$ cat src/rtl/pipeline_pkg.sv
// Shared types for the pipeline hazard/forwarding controller: shadow stage entry,
// forward-select encoding and MEM-wait FSM states.
package pipeline_pkg;

    // Shadow entries carry register addresses at this fixed width; narrower
    // REG_AW values are zero-extended into it.
    localparam int unsigned REG_AW_MAX = 8;

    typedef struct packed {
        logic                  valid;
        logic [REG_AW_MAX-1:0] rs1;
        logic [REG_AW_MAX-1:0] rs2;
        logic                  use1;
        logic                  use2;
        logic [REG_AW_MAX-1:0] rd;
        logic                  wre;
        logic                  is_load;
    } stage_info_t;

    typedef enum logic [1:0] {
        FWD_NONE = 2'd0,
        FWD_WB   = 2'd1,
        FWD_MEM  = 2'd2
    } fwd_sel_t;

    typedef enum logic {
        HZ_RUN      = 1'b0,
        HZ_MEM_WAIT = 1'b1
    } hz_state_t;

endpackage

$ cat src/rtl/hazard_match.sv
// Combinational compare of one shadow entry's destination against a source
// register, with optional hardwired-zero masking of register 0.
module hazard_match
    import pipeline_pkg::*;
#(
    parameter int unsigned ZERO_REG_EN = 0
) (
    input  logic                  valid,
    input  logic                  wre,
    input  logic [REG_AW_MAX-1:0] rd,
    input  logic [REG_AW_MAX-1:0] src,
    input  logic                  use_src,
    output logic                  match
);

    assign match = valid && wre && use_src && (rd == src)
                   && !((ZERO_REG_EN != 0) && (src == '0));

endmodule

$ cat src/rtl/pipeline_hazard_ctrl.sv
// Hazard and forwarding controller for the 5-stage pipeline: keeps a shadow
// EX/MEM/WB occupancy copy and derives stalls, flushes and forwarding selects.
module pipeline_hazard_ctrl
    import pipeline_pkg::*;
#(
    parameter int unsigned REG_AW      = 4,
    parameter int unsigned MEM_LATENCY = 1,
    parameter int unsigned ZERO_REG_EN = 0,
    parameter int unsigned CNT_W       = 16
) (
    input  logic              clk,
    input  logic              reset,
    input  logic              dec_valid,
    input  logic [REG_AW-1:0] dec_rs1,
    input  logic [REG_AW-1:0] dec_rs2,
    input  logic              dec_use_rs1,
    input  logic              dec_use_rs2,
    input  logic [REG_AW-1:0] dec_rd,
    input  logic              dec_wre,
    input  logic              dec_is_load,
    input  logic              dec_is_branch,
    input  logic              branch_taken,
    input  logic              cnt_clear,
    output logic              stall_front,
    output logic              bubble_ex,
    output logic              stall_back,
    output logic              flush_decode,
    output logic [1:0]        fwd_sel_a,
    output logic [1:0]        fwd_sel_b,
    output logic [CNT_W-1:0]  stall_cycles
);

    localparam int unsigned AW     = REG_AW_MAX;
    localparam int unsigned WAIT_W = $clog2(MEM_LATENCY) + 1;

    stage_info_t       ex_q, mem_q, wb_q;
    stage_info_t       dec_entry;
    hz_state_t         state;
    logic [WAIT_W-1:0] wait_cnt;

    logic [AW-1:0] dec_rs1_x, dec_rs2_x, dec_rd_x;
    assign dec_rs1_x = AW'(dec_rs1);
    assign dec_rs2_x = AW'(dec_rs2);
    assign dec_rd_x  = AW'(dec_rd);

    // Compare slots: 0/1 decode vs ex, 2/3 decode vs mem, 4/5 ex vs mem, 6/7 ex vs wb.
    logic          m_valid [8];
    logic          m_wre   [8];
    logic [AW-1:0] m_rd    [8];
    logic [AW-1:0] m_src   [8];
    logic          m_use   [8];
    logic          hit     [8];

    assign m_valid = '{ex_q.valid, ex_q.valid, mem_q.valid, mem_q.valid,
                       mem_q.valid, mem_q.valid, wb_q.valid, wb_q.valid};
    assign m_wre   = '{ex_q.wre, ex_q.wre, mem_q.wre, mem_q.wre,
                       mem_q.wre, mem_q.wre, wb_q.wre, wb_q.wre};
    assign m_rd    = '{ex_q.rd, ex_q.rd, mem_q.rd, mem_q.rd,
                       mem_q.rd, mem_q.rd, wb_q.rd, wb_q.rd};
    assign m_src   = '{dec_rs1_x, dec_rs2_x, dec_rs1_x, dec_rs2_x,
                       ex_q.rs1, ex_q.rs2, ex_q.rs1, ex_q.rs2};
    assign m_use   = '{dec_use_rs1, dec_use_rs2, dec_use_rs1, dec_use_rs2,
                       ex_q.use1, ex_q.use2, ex_q.use1, ex_q.use2};

    for (genvar i = 0; i < 8; i++) begin : g_match
        hazard_match #(
            .ZERO_REG_EN(ZERO_REG_EN)
        ) u_match (
            .valid  (m_valid[i]),
            .wre    (m_wre[i]),
            .rd     (m_rd[i]),
            .src    (m_src[i]),
            .use_src(m_use[i]),
            .match  (hit[i])
        );
    end

    logic in_wait, load_use, branch_hz, hazard;
    assign in_wait   = (state == HZ_MEM_WAIT);
    assign load_use  = dec_valid && ex_q.is_load && (hit[0] || hit[1]);
    assign branch_hz = dec_valid && dec_is_branch
                       && (hit[0] || hit[1] || (mem_q.is_load && (hit[2] || hit[3])));
    assign hazard    = !in_wait && (load_use || branch_hz);

    assign stall_front  = in_wait || hazard;
    assign bubble_ex    = hazard;
    assign stall_back   = in_wait;
    // Gated by reset so decode inputs cannot raise a flush while held in reset.
    assign flush_decode = reset && !in_wait && !hazard
                          && dec_valid && dec_is_branch && branch_taken;

    fwd_sel_t fwd_a, fwd_b;
    always_comb begin
        fwd_a = FWD_NONE;
        fwd_b = FWD_NONE;
        if (hit[4] && !mem_q.is_load)      fwd_a = FWD_MEM;
        else if (hit[6])                   fwd_a = FWD_WB;
        if (hit[5] && !mem_q.is_load)      fwd_b = FWD_MEM;
        else if (hit[7])                   fwd_b = FWD_WB;
    end
    assign fwd_sel_a = fwd_a;
    assign fwd_sel_b = fwd_b;

    always_comb begin
        dec_entry = '0;
        if (dec_valid && !bubble_ex && !flush_decode) begin
            dec_entry.valid   = 1'b1;
            dec_entry.rs1     = dec_rs1_x;
            dec_entry.rs2     = dec_rs2_x;
            dec_entry.use1    = dec_use_rs1;
            dec_entry.use2    = dec_use_rs2;
            dec_entry.rd      = dec_rd_x;
            dec_entry.wre     = dec_wre;
            dec_entry.is_load = dec_is_load;
        end
    end

    always_ff @(posedge clk or negedge reset) begin
        if (!reset) begin
            ex_q  <= '0;
            mem_q <= '0;
            wb_q  <= '0;
        end else if (!stall_back) begin
            ex_q  <= dec_entry;
            mem_q <= ex_q;
            wb_q  <= mem_q;
        end
    end

    always_ff @(posedge clk or negedge reset) begin
        if (!reset) begin
            state    <= HZ_RUN;
            wait_cnt <= '0;
        end else begin
            case (state)
                HZ_RUN: begin
                    if ((MEM_LATENCY > 1) && ex_q.valid && ex_q.is_load) begin
                        state    <= HZ_MEM_WAIT;
                        wait_cnt <= WAIT_W'(MEM_LATENCY - 1);
                    end
                end
                HZ_MEM_WAIT: begin
                    wait_cnt <= wait_cnt - WAIT_W'(1);
                    if (wait_cnt == WAIT_W'(1)) state <= HZ_RUN;
                end
                default: state <= HZ_RUN;
            endcase
        end
    end

    always_ff @(posedge clk or negedge reset) begin
        if (!reset)                                 stall_cycles <= '0;
        else if (cnt_clear)                         stall_cycles <= '0;
        else if (stall_front && stall_cycles != '1) stall_cycles <= stall_cycles + CNT_W'(1);
    end

    logic unused_shadow;
    assign unused_shadow = ^{mem_q.rs1, mem_q.rs2, mem_q.use1, mem_q.use2,
                             wb_q.rs1, wb_q.rs2, wb_q.use1, wb_q.use2, wb_q.is_load};

endmodule

$ cat config.mk
export PLATFORM = sky130hd
export DESIGN_NAME = pipeline_hazard_ctrl
export DESIGN_NICKNAME = d
export VERILOG_FILES = /design/src/rtl/pipeline_pkg.sv /design/src/rtl/hazard_match.sv /design/src/rtl/pipeline_hazard_ctrl.sv
export SDC_FILE = /design/constraint.sdc
export NUM_CORES = 1
export LEC_CHECK = 0
export CORE_AREA = 2 2 80 82
export CTS_BUF_LIST = sky130_fd_sc_hd__clkbuf_4 sky130_fd_sc_hd__clkbuf_8
export DETAILED_ROUTE_END_ITERATION = 8
export DIE_AREA = 0 0 82 84
export PLACE_DENSITY = 0.87
export SLEW_MARGIN = 40
export SYNTH_ARGS = -nofsm -noshare
export SYNTH_HDL_FRONTEND = slang
export SYNTH_HIERARCHICAL = 1
export SYNTH_SLANG_ARGS = --single-unit
$ cat constraint.sdc
create_clock -name clk -period 2.58 [get_ports clk]
set_input_delay 0.774 -clock clk [delete_from_list [all_inputs] [get_ports clk]]
set_output_delay 0.774 -clock clk [all_outputs]
set_load 0.02 [all_outputs]
* Word level (Yosys, flattened, before mapping)
Cells that the tools add are included.
W data, S select, Z words.
** Operators by class
- Add/subtract/negate cells :: 2
- Equal/unequal tests :: 9
- Muxes and demuxes :: 9
- Reduce and logical (&&, ||, !) cells :: 45
** Operators with widths (number)
- $logic_and A1 B1 Y1 :: 35
- $eq A8 B4 Y1 :: 4
- $eq A8 B8 Y1 :: 4
- $mux W16 :: 2
- $mux W29 :: 1
- $add A16 B1 Y16 const B :: 1
- $ne A16 B16 Y1 const B :: 1
- $logic_or A1 B1 Y1 :: 5
- $logic_not A1 Y1 :: 4
- $mux W1 :: 4
- $mux W2 :: 2
- $reduce_bool A2 Y1 :: 1
- $sub A1 B1 Y1 const B :: 1
** Word-level totals
- Bits in registers :: 68
- Bits of input ports :: 22
- Output and inout port bits :: 24
- Logic and storage cells :: 83

* Longest topological paths before layout
- Word-level depth :: 17
- Gate-level depth with buffers :: 9
- Mapped depth without buffers :: 9

* Modules after synthesis
The synthesis kept the hierarchy.
** Modules (own cells, without submodules)
- pipeline_hazard_ctrl :: times used 1, cells an instance 174, area each 2112.0 um2, seq. area each 1201.2 um2
- hazard_match :: times used 8, cells an instance 12, area each 97.6 um2, seq. area each 0.0 um2

* Worst setup path before layout
Ideal clock, no wire load.
- Path kind :: input-to-output
- Start :: in dec_rs2[3]
- End :: out flush_decode
- Arrival :: 2.008 ns
- Data required time :: 1.806 ns
- Setup slack :: -0.202 ns
- Cell stages on the path :: 7
- Buffers on the path :: 0
- Path through :: xnor2_1 nand3_1 nor3_2 o211ai_1 a21boi_2 nor2_1 and3_1
** RTL lines
- from (decl) :: RTL line pipeline_hazard_ctrl.sv:15 : input logic [REG_AW-1:0] dec_rs2,
- to (decl) :: RTL line pipeline_hazard_ctrl.sv:27 : output logic flush_decode,

==> reports/metrics.cfg <==
[floorplanning]
core_mm2 = 0.00610
placementRows = 29
fp.dieH_um = 84
dieArea_mm2 = 0.00689
die_w_um = 82
ios = 46
initial_core_util_pct = 47.5

[synthesis]
yosysWarningCount = 6
synth_most_common_cell = xnor2_1
synthTopCellsByArea = dfrtp_1 (42%), xnor2_1 (19%), mux2_2 (5.1%)
yosys_most_used_dff = dfrtp_1
syn_avg_cell_area_um2 = 10.7
yosys_register_bits = 48
synthTopCellsByCount = xnor2_1 (64), dfrtp_1 (48), nand4_1 (17)
synth-edff-count = 0
syn-instance-count = 270
synth_area_mm2 = 0.00289
ys_seq_area_share_pct = 41.5
synth-async-reset-ratio_pct = 100
synth_area_leader_cell = dfrtp_1
synth_cell_types = 44
yosysTopAreaCellShare_pct = 41.5

[sta]
hold_violations = 0
slew_viol_final = 0
worst_pin_slew_ns = 0.607
period_share_pct = 117
finalSetupViolations = 10
slew_headroom_pct = 59.5
fmax_mhz = 333
clock_skew_ns = 0.0157
whs_ns = 0.446
worst_slack_ns = -0.427
fin_crit_ns = 3.01
rsz0062_at_grt = true

[clock_network]
cts_tree = done
clkTransAtPathRegs_ns = 0.08
cts_sinks = 48
cts.htree.levels = 2
clk_latency_ns = 0.31
cts_buffers = 5
clockRootBuffer = clkbuf_8
cts_buffer_depth = 2

[drt]
post-route-drc-count = 0
dr.first_iter.drc_count = 236
avgViaCountPerCell = 5.25
first_pass_iters = 4
drt_wl_total_um = 7720
routedWlPerCell_um = 15.8
dr_total_vias = 2561
antenna_left = 0

[grt]
grt_pass1_wl_um = 12500
antenna_found_initial = 0
grt_max_degree = 49
track_usage_pct = 23.5
overflow = 0
grt_pass1_vias = 2592

[outcome]
status = complete, but fails checks
violations = setup timing

[cells_and_area]
antenna_cells = 0
fill_cells = 435
drive_above_1_share_pct = 27.5
multi_input_area_mm2 = 0.00201
regArea_mm2 = 0.00121
postLayoutCoreUtil_pct = 67.4
syn2layout_area_growth_pct = 42.1
fin_nets = 433

[power_and_ir_drop]
p_per_area_mw_per_mm2 = 403
p_total_w = 0.00166
ir_drop_mv = 0.423
p_leak_nw = 1.72

[critical_path]
rr_worst_depth = 11
start_kind = input pin
r2r_end = stall_cycles[13]
worstPathRequired_ns = 1.81
worstPathCellList = buf_2 -> xnor2_1 -> nand3_1 -> nor3_2 -> o211ai_1 -> a21boi_2 -> nor2_4 -> and3_4 -> buf_6
reg2reg_slack_ns = -0.26
cpPeakStageDelay_ns = 0.27
path_max_fanout = 3
endpoint = flush_decode
reg2reg_from = m_rd[18]
path_class = input pin to output pin
cp.arrival_ns = 2.23
slowest_stage = a21boi_2
cp-end-kind = output pin
startpoint = dec_rs2[1]

[job]
maxCapViolations = 0

[placed_design]
post-dp-hpwl_um = 5020
place.gp.congestion = 0.872
dp_slack_ns = -1.23
portBuffers = 45

[worst_hold_path]
hp-class = flop to flop
holdCritStartpoint = wait_cnt

registers in the layout (all words and copies together), names as in the netlist:
register / count
m_valid: 2
stall_back: 1
m_wre: 2
wait_cnt: 1
mem_q: 1
m_rd: 8
ex_q: 17
stall_cycles: 16
cell usage in the layout, fill, tap and decap left out, drive strengths merged, types with 3 or more instances in the layout:
| master | count |
|---|---|
| nor3 | 11 |
| nand2 | 6 |
| dfrtp | 48 |
| buf | 48 |
| or4 | 6 |
| clkbuf | 6 |
| inv | 4 |
| a311oi | 3 |
| xnor2 | 64 |
| nand4 | 17 |
| nor2b | 5 |
| nor2 | 12 |
| conb | 64 |
| and3 | 4 |
| a21oi | 9 |
| o21ai | 3 |
| mux2 | 14 |
| clkdlybuf4s50 | 27 |
| nand3 | 13 |
| a22o | 16 |
| xor2 | 3 |
| o31ai | 4 |
metal layers:
layer	track usage, %	vias up	routed length (um)
li1	-	1214	-
met1	30.3	1228	3200
met2	39.2	92	3930
met3	4.22	27	352
met4	8.03	0	243
met5	0	-	0
worst max-delay path: cells and delay by family:
| family | cells | cell delay (ns) |
|---|---|---|
| xor+xnor | 1 | 0.15 |
| buf+inv | 2 | 0.25 |
| compound gates | 2 | 0.45 |
| simple gates | 4 | 0.60 |
worst min path at each step:
| stage | endpoint | cells past startpoint |
|---|---|---|
| after CTS | stall_back | 1 |
| after floorplan | stall_back | 1 |
| after global routing | stall_back | 1 |
| after detailed placement | stall_back | 1 |
| after global placement | stall_back | 1 |
| final | stall_back | 1 |
cell type report:
cell class	instances	share of cell area (%)
multi-input combinational	274	48.9
sequential	48	29.3
timing repair buffer	77	16.3
tap	77	2.34
clock buffer	6	1.86
clock inverter	2	0.852
inverter	4	0.365
per-stage QoR:
step	setup TNS (ns)	cells	instance area, um2
after floorplan	-0.0573	333	3160
after global placement	-11.39	476	3860
after detailed placement	-15.49	476	3860
after CTS	-0.724	487	4070
after global routing	-3.07	488	4110
final	-2.64	488	4110
power breakdown:
part	leakage [nW]	internal [W]	total [W]	switching, W
Clock	0.0586	0.000299	0.000556	0.000258
Sequential	0.634	0.000778	0.000813	0.0000344
Combinational	1.02	0.000157	0.000289	0.000132
Total	1.72	0.00123	0.00166	0.000423
logic make-up (layout without fill, tap and decap cells):
kind of cell               Yosys count  count (layout)  synth area share (%)
DFF                                 48              48                  41.5
muxes                               15              15                  5.80
AOI/OAI and AO/OA                   47              47                  12.6
other                                1              64                 0.130
adders and majority gates            1               1                 0.432
and+or+nand+nor                     80              80                  17.2
buffers and inverters               11              89                  2.03
xor gates and xnor gates            67              67                  20.3
what timing repair did:
action                     in CTS  in global routing
setup endpoints to repair      22                 12
gates resized for setup        94                 12
hold buffers                    0                  0
pin swaps                      27                 10
buffers inserted                4                  2
(Power assumes the default switching activity.)
